==> config.mk <==
export PLATFORM = sky130hd
export DESIGN_NAME = if_stage
export DESIGN_NICKNAME = d
export VERILOG_FILES = /design/src/rtl/if_stage_pkg.sv /design/src/rtl/if_stage_pc_next_sel.sv /design/src/rtl/if_stage.sv
export SDC_FILE = /design/constraint.sdc
export NUM_CORES = 1
export LEC_CHECK = 0
export ABC_AREA = 1
export ABC_CLOCK_PERIOD_IN_PS = 2500
export BUFFER_PORTS_ARGS = -buffer_cell sky130_fd_sc_hd__buf_2
export CAP_MARGIN = 15
export CORE_MARGIN = 8
export CORE_UTILIZATION = 35
export CTS_BUF_LIST = sky130_fd_sc_hd__clkbuf_8
export CTS_CLUSTER_SIZE = 40
export DETAILED_ROUTE_END_ITERATION = 8
export PLACE_DENSITY = 0.67
export SYNTH_ARGS = -nofsm -noshare
export SYNTH_HDL_FRONTEND = slang
export SYNTH_SLANG_ARGS = --single-unit
==> constraint.sdc <==
create_clock -name clk -period 2.5 [get_ports clk]
set_input_delay 0.375 -clock clk [delete_from_list [all_inputs] [get_ports clk]]
set_output_delay 0.375 -clock clk [all_outputs]
set_load 0.02 [all_outputs]
==> src/rtl/if_stage_pkg.sv <==
// Shared definitions for the instruction-fetch stage: state encoding, reset PC default,
// PC step and the target alignment helper.
package if_stage_pkg;

    typedef enum logic [1:0] {
        ST_IDLE = 2'd0,
        ST_REQ  = 2'd1,
        ST_WAIT = 2'd2,
        ST_KILL = 2'd3
    } if_state_e;

    localparam logic [31:0] RESET_PC_DEFAULT = 32'h0000_0000;
    localparam logic [31:0] PC_INC           = 32'd4;

    function automatic logic [31:0] word_align(input logic [31:0] addr);
        return {addr[31:2], 2'b00};
    endfunction

endpackage

==> src/rtl/if_stage_pc_next_sel.sv <==
// Next fetch PC: a redirect beats a sequential step, and execute beats decode.
// Purely combinational, no latency and no flow control of its own.
module pc_next_sel
    import if_stage_pkg::*;
(
    input  logic [31:0] fetch_pc,
    input  logic        id_jump_flag,
    input  logic [31:0] id_jump_pc,
    input  logic        ex_btype_taken,
    input  logic [31:0] ex_btype_jump_pc,
    input  logic        redirect_en,
    input  logic        advance,
    output logic        redirect,
    output logic [31:0] next_pc
);

    logic [31:0] target;

    always_comb begin
        redirect = ex_btype_taken | id_jump_flag;
        target   = ex_btype_taken ? ex_btype_jump_pc : id_jump_pc;
        next_pc  = fetch_pc;
        if (redirect && redirect_en) begin
            next_pc = word_align(target);
        end else if (advance) begin
            // Wraps modulo 2^32 by construction.
            next_pc = fetch_pc + PC_INC;
        end
    end

endmodule

==> src/rtl/if_stage.sv <==
// Instruction fetch: one Icache request outstanding, redirects kill in-flight responses.
// Response visible one cycle after acceptance at best; fc_bk_if_i only withholds new requests.
module if_stage
    import if_stage_pkg::*;
#(
    parameter logic [31:0] RESET_PC = RESET_PC_DEFAULT
) (
    input  logic        clk,
    input  logic        rst,
    input  logic        fc_bk_if_i,
    input  logic        id_jump_flag_i,
    input  logic [31:0] id_jump_pc_i,
    input  logic        ex_btype_taken_i,
    input  logic [31:0] ex_btype_jump_pc_i,
    output logic        if_Icache_req_o,
    output logic [31:0] if_Icache_addr_o,
    input  logic        Icache_ready_i,
    input  logic        Icache_data_valid_i,
    output logic [31:0] if_pc_o,
    output logic        if_inst_valid_o
);

    if_state_e   state;
    if_state_e   state_nxt;
    logic [31:0] fetch_pc;
    logic [31:0] fetch_pc_nxt;
    logic        redirect;
    logic        redirect_en;
    logic        advance;

    pc_next_sel u_pc_next_sel (
        .fetch_pc         (fetch_pc),
        .id_jump_flag     (id_jump_flag_i),
        .id_jump_pc       (id_jump_pc_i),
        .ex_btype_taken   (ex_btype_taken_i),
        .ex_btype_jump_pc (ex_btype_jump_pc_i),
        .redirect_en      (redirect_en),
        .advance          (advance),
        .redirect         (redirect),
        .next_pc          (fetch_pc_nxt)
    );

    always_comb begin
        state_nxt       = state;
        if_Icache_req_o = 1'b0;
        if_inst_valid_o = 1'b0;
        redirect_en     = 1'b0;
        advance         = 1'b0;
        case (state)
            ST_IDLE: begin
                state_nxt = ST_REQ;
            end
            ST_REQ: begin
                redirect_en     = 1'b1;
                if_Icache_req_o = !redirect && !fc_bk_if_i;
                if (if_Icache_req_o && Icache_ready_i) begin
                    advance   = 1'b1;
                    state_nxt = ST_WAIT;
                end
            end
            ST_WAIT: begin
                redirect_en     = 1'b1;
                if_inst_valid_o = Icache_data_valid_i && !redirect;
                if (Icache_data_valid_i) begin
                    state_nxt = ST_REQ;
                end else if (redirect) begin
                    state_nxt = ST_KILL;
                end
            end
            ST_KILL: begin
                // Response belongs to the abandoned path; swallow it.
                redirect_en = 1'b1;
                if (Icache_data_valid_i) begin
                    state_nxt = ST_REQ;
                end
            end
            default: begin
                state_nxt = ST_IDLE;
            end
        endcase
    end

    always_ff @(posedge clk or posedge rst) begin
        if (rst) begin
            state    <= ST_IDLE;
            fetch_pc <= RESET_PC;
            if_pc_o  <= 32'h0;
        end else begin
            state    <= state_nxt;
            fetch_pc <= fetch_pc_nxt;
            if (advance) begin
                if_pc_o <= fetch_pc;
            end
        end
    end

    assign if_Icache_addr_o = fetch_pc;

endmodule

Word level (Yosys, flattened, before mapping):

Index checks and enable logic that the tools add are counted.

* flip-flop bits (word level): 66
* bits in latches: 0
* RAM bits: 0
* bits in read-only memories: 0
* bits of input ports: 71
* output and inout bits: 66
* logic and storage cells: 34
* memories: 0

* add/sub/neg operators: 1
* multiply operators: 0
* div/mod/pow operators: 0
* order comparisons: 0
* equality and inequality tests: 6
* shift operators: 0
* muxes and demuxes: 13
* bitwise gates (word level): 1
* reduce and logical (&&, ||, !) cells: 10

Operators by type and width (number)
* $mux 32: 3
* $add 32x3->32 const B: 1
* $mux 2: 4
* $pmux 2 s4: 1
* $mux 1: 5
* $eq 2x2->1 const B: 2
* $logic_and 1x1->1: 4
* $ne 2x2->1 const B: 2
* $ne 3x3->1 const B: 1
* $reduce_and 3->1: 1
* $reduce_or 3->1: 1
* $eq 2x1->1 const B: 1
* $logic_not 1->1: 2
* $logic_not 2->1: 1
* $reduce_bool 2->1: 1
* $or 1x1->1: 1

Logic depth before layout (Yosys ltp):

* depth after elaboration: 8
* depth in mapped cells: 10
* depth with buffers taken out: 10

Modules after synthesis:

From an unflattened synthesis, not the netlist that was laid out.

* cell total of the unflattened synthesis: 535
* area total of the unflattened synthesis: 3942.5 sq um

By module, submodules not included
* if_stage: times used 1, cells each 201, area an instance 2273.4 sq um, seq. area each 1651.6 sq um
* pc_next_sel: times used 1, cells each 334, area an instance 1669.1 sq um, seq. area each 0.0 sq um

Worst setup path after synthesis:

Ideal clock, no wire load.

* path type: reg-to-output
* start point: reg state[1]
* end point: out if_Icache_req_o
* arrival: 1.231 ns
* slack: 0.894 ns
* stages on the path, launching flop included: 5
* buffers on the path: 0
* cell sequence: dfrtp_1 inv_1 ha_1 inv_1 nor3_1

* word-level cells in the longest chain between the ends: 2

Ends and longest elaborated chain
* start, declared: RTL line if_stage.sv:23 `if_state_e state;`
* start signal, assigned: RTL line if_stage.sv:89 `state <= state_nxt;`
* $eq 2x1->1: RTL line if_stage.sv:49 `case (state)`
* $mux 1: RTL line if_stage.sv:49
* end, declared: RTL line if_stage.sv:15 `output logic if_Icache_req_o,`

No other way between the ends.

Worst setup path in the final report:

Same ends and word-level chain as after synthesis.

==> reports/results.tsv <==
metric	value	unit
status	finished clean	
grt_use_met2	28.5	%
seq_area_frac_synth	40.6	%
clock-root-buffer	clkbuf_8	
finalCritPeriodShare	77.7	%
powerDensity	1220	nW/um2
clk_latency	350	ps
routedWlPerCell	14.6	um
finClkSkew	8.86	ps
cpPeakStageDelay	430	ps
worst_pin_slew	646	ps
cp.depth	5	
row_count	38	
io_pins	137	
cts_resized	0	
post_cts_buffers	0	
grt_pass1_wl	20.2	mm
drtIter0Drc	228	
clk_path_buf_depth	2	
fin_setup_tns	0	ps
antenna_cells	0	
endpoint_kind	primary output	
first_pass_iters	4	
fmax	0.515	GHz
p_leak	2.54	nW
cts_sinks	62	
layout-drive-gt1-share	24.3	%
clkTransAtPathRegs	70	ps
coreArea	10700	um2
viasPerCell	4.79	
period_needed	1940	ps
postSynthCellCount	567	
port_buffers	128	
nFillCells	1139	
cts_tree	yes	
htreeDepth	3	
rsz0062_at_grt	no	
gr-total-overflow	0	
busiest_layer	met2	
hold-worst-slack	111	ps
r2r_cells	7	
hold_path.class	primary input to async pin	
postCtsHoldBufs	0	
drv_slew	0	
crit_chain	inv_1, ha_1, inv_1, nor3_1, buf_2	
rrSetupSlack	590	ps
slew_headroom	56.9	%
grt_util_met3	4.15	%
cp_max_fo	4	
hold_viol	0	
dp_hpwl	9.30	mm
startpoint_type	flop	
syn2layout_area_growth	26.3	%
chipWidth	120	um
ys_warn_count	0	
crit_arrival	1570	ps
syn_area	3820	um2
critPathMostFrequentCell	inv_1	
cp.required	2120	ps
num_vias	4008	
synth_cell_types	29	
dieHeight	120	um
synth_top_area_share	40.6	%
drv_cap	0	
gp_congestion	0.880	
met1_usage	21.1	%
remaining_drc_errors	0	
grt_start_max_net_pins	42	
antenna_found_initial	0	
grt_pass1_vias	4169	
ir_worst_vdd	0.528	mV
netlist_top_cells_area	dfrtp_1 41%, nand2_1 17%, nor2_1 7.4%, nand3_1 6.6%, inv_1 6.1%	
syn_avg_cell_area	6.73	um2
crit_buf_inv	3	
setup_violations	0	
critPathTopFamily	flip-flops	
num-nets-final	768	
cts_made_buffers	9	
final_common_cell	nand2_1	
cpMaxStageDelayCell	dfrtp_1	
start_util	35.5	%
worst-setup-path-type	flop to primary output	
die-area	14500	um2
routed_wl	12.2	mm
layout_common_cells	174 x nand2_1, 128 x buf_2, 75 x nor2_1, 62 x inv_1, 62 x dfrtp_1	
synth_area_leader_cell	dfrtp_1	
grtUsageTotal	17.2	%
drtAntennaViolNets	0	
ys_seq_elements	62	
final cells by class:
| type | count | area (um2) | area share (%) |
|---|---|---|---|
| Clock buffer | 12 | 165 | 3.43 |
| Tap cell | 140 | 175 | 3.63 |
| Inverter | 64 | 240 | 4.98 |
| Timing Repair Buffer | 134 | 698 | 14.5 |
| Clock inverter | 4 | 68.8 | 1.43 |
| Sequential cell | 62 | 1550 | 32.2 |
| Multi-Input combinational cell | 420 | 1920 | 39.9 |
power breakdown:
group / switching [mW] / internal, mW / leakage, nW / total, mW
Sequential: 0.501 / 1.49 / 0.744 / 1.99
Clock: 0.398 / 0.638 / 0.124 / 1.04
Combinational: 1.92 / 0.914 / 1.68 / 2.83
Total: 2.82 / 3.04 / 2.54 / 5.86
cell families after synthesis:
| group | Yosys count | share of synthesized area, % |
|---|---|---|
| adders and majority gates | 6 | 1.97 |
| and+or+nand+nor | 328 | 36.4 |
| xor gates and xnor gates | 2 | 0.459 |
| buffers and inverters | 88 | 9.54 |
| other | 1 | 0.0982 |
| AOI/OAI and AO/OA | 80 | 10.8 |
| DFF | 62 | 40.6 |
synth_stat cells:
master	instances
nand2_1	174
nor2_1	75
dfrtp_1	62
inv_1	62
nand3_1	50
o21ai_0	35
o21ai_1	31
buf_2	12
a21oi_1	9
clkbuf_1	7
ha_1	6
nor2_2	6
nor3_1	6
buf_4	5
nor2_4	5
nand2_2	4
and2_1	3
inv_2	2
o211ai_1	2
xor2_1	2
a211oi_1	1
and3_1	1
conb_1	1
nand3b_1	1
nand4_1	1
nand4_2	1
o311ai_0	1
o31ai_1	1
or2_2	1
flip-flops by register name, summed over array words and instances, names as in the netlist:
name,flops
state,2
if_pc_o,30
if_Icache_addr_o,30
metal layers:
| metal | up-vias | wire length (um) |
|---|---|---|
| li1 | 2028 | - |
| met1 | 1842 | 5410 |
| met2 | 121 | 5670 |
| met3 | 17 | 894 |
| met4 | 0 | 218 |
| met5 | - | 0 |
worst register-to-register path, cell delays in order, from the launching register on:
cell and delay, ps:
dfrtp_1 430, inv_1 120, ha_1 240, nand4_4 150
inv_2 500, a21oi_1 150, o21ai_1 140, nand2_1 70
through the flow:
| stage | total power, mW | util, % | std cells | setup slack [ps] | instance area, um2 |
|---|---|---|---|---|---|
| floorplan | 3.81 | - | 570 | 584 | 3830 |
| global placement | 4.80 | 42.7 | 820 | 690 | 4590 |
| detailed placement | 4.87 | 42.7 | 820 | 607 | 4590 |
| CTS | 5.92 | 44.9 | 836 | 546 | 4820 |
| global route | 6.36 | 44.9 | 836 | 395 | 4820 |
| finish | 5.86 | 44.9 | 836 | 558 | 4820 |
path summary, 6_finish.rpt:
path | endpoint | startpoint
max | if_Icache_req_o | state[1]$_DFFE_PP0P_
min | if_Icache_addr_o[18]$_DFFE_PP0P_ | rst
max reg2reg | if_Icache_addr_o[8]$_DFFE_PP0P_ | state[1]$_DFFE_PP0P_
min reg2reg | if_pc_o[10]$_DFFE_PP0P_ | if_pc_o[10]$_DFFE_PP0P_
max in group asynchronous | if_Icache_addr_o[29]$_DFFE_PP0P_ | rst
min in group clk | if_Icache_addr_o[2]$_DFFE_PP0P_ | ex_btype_jump_pc_i[2]
(Power assumes the default switching activity.)
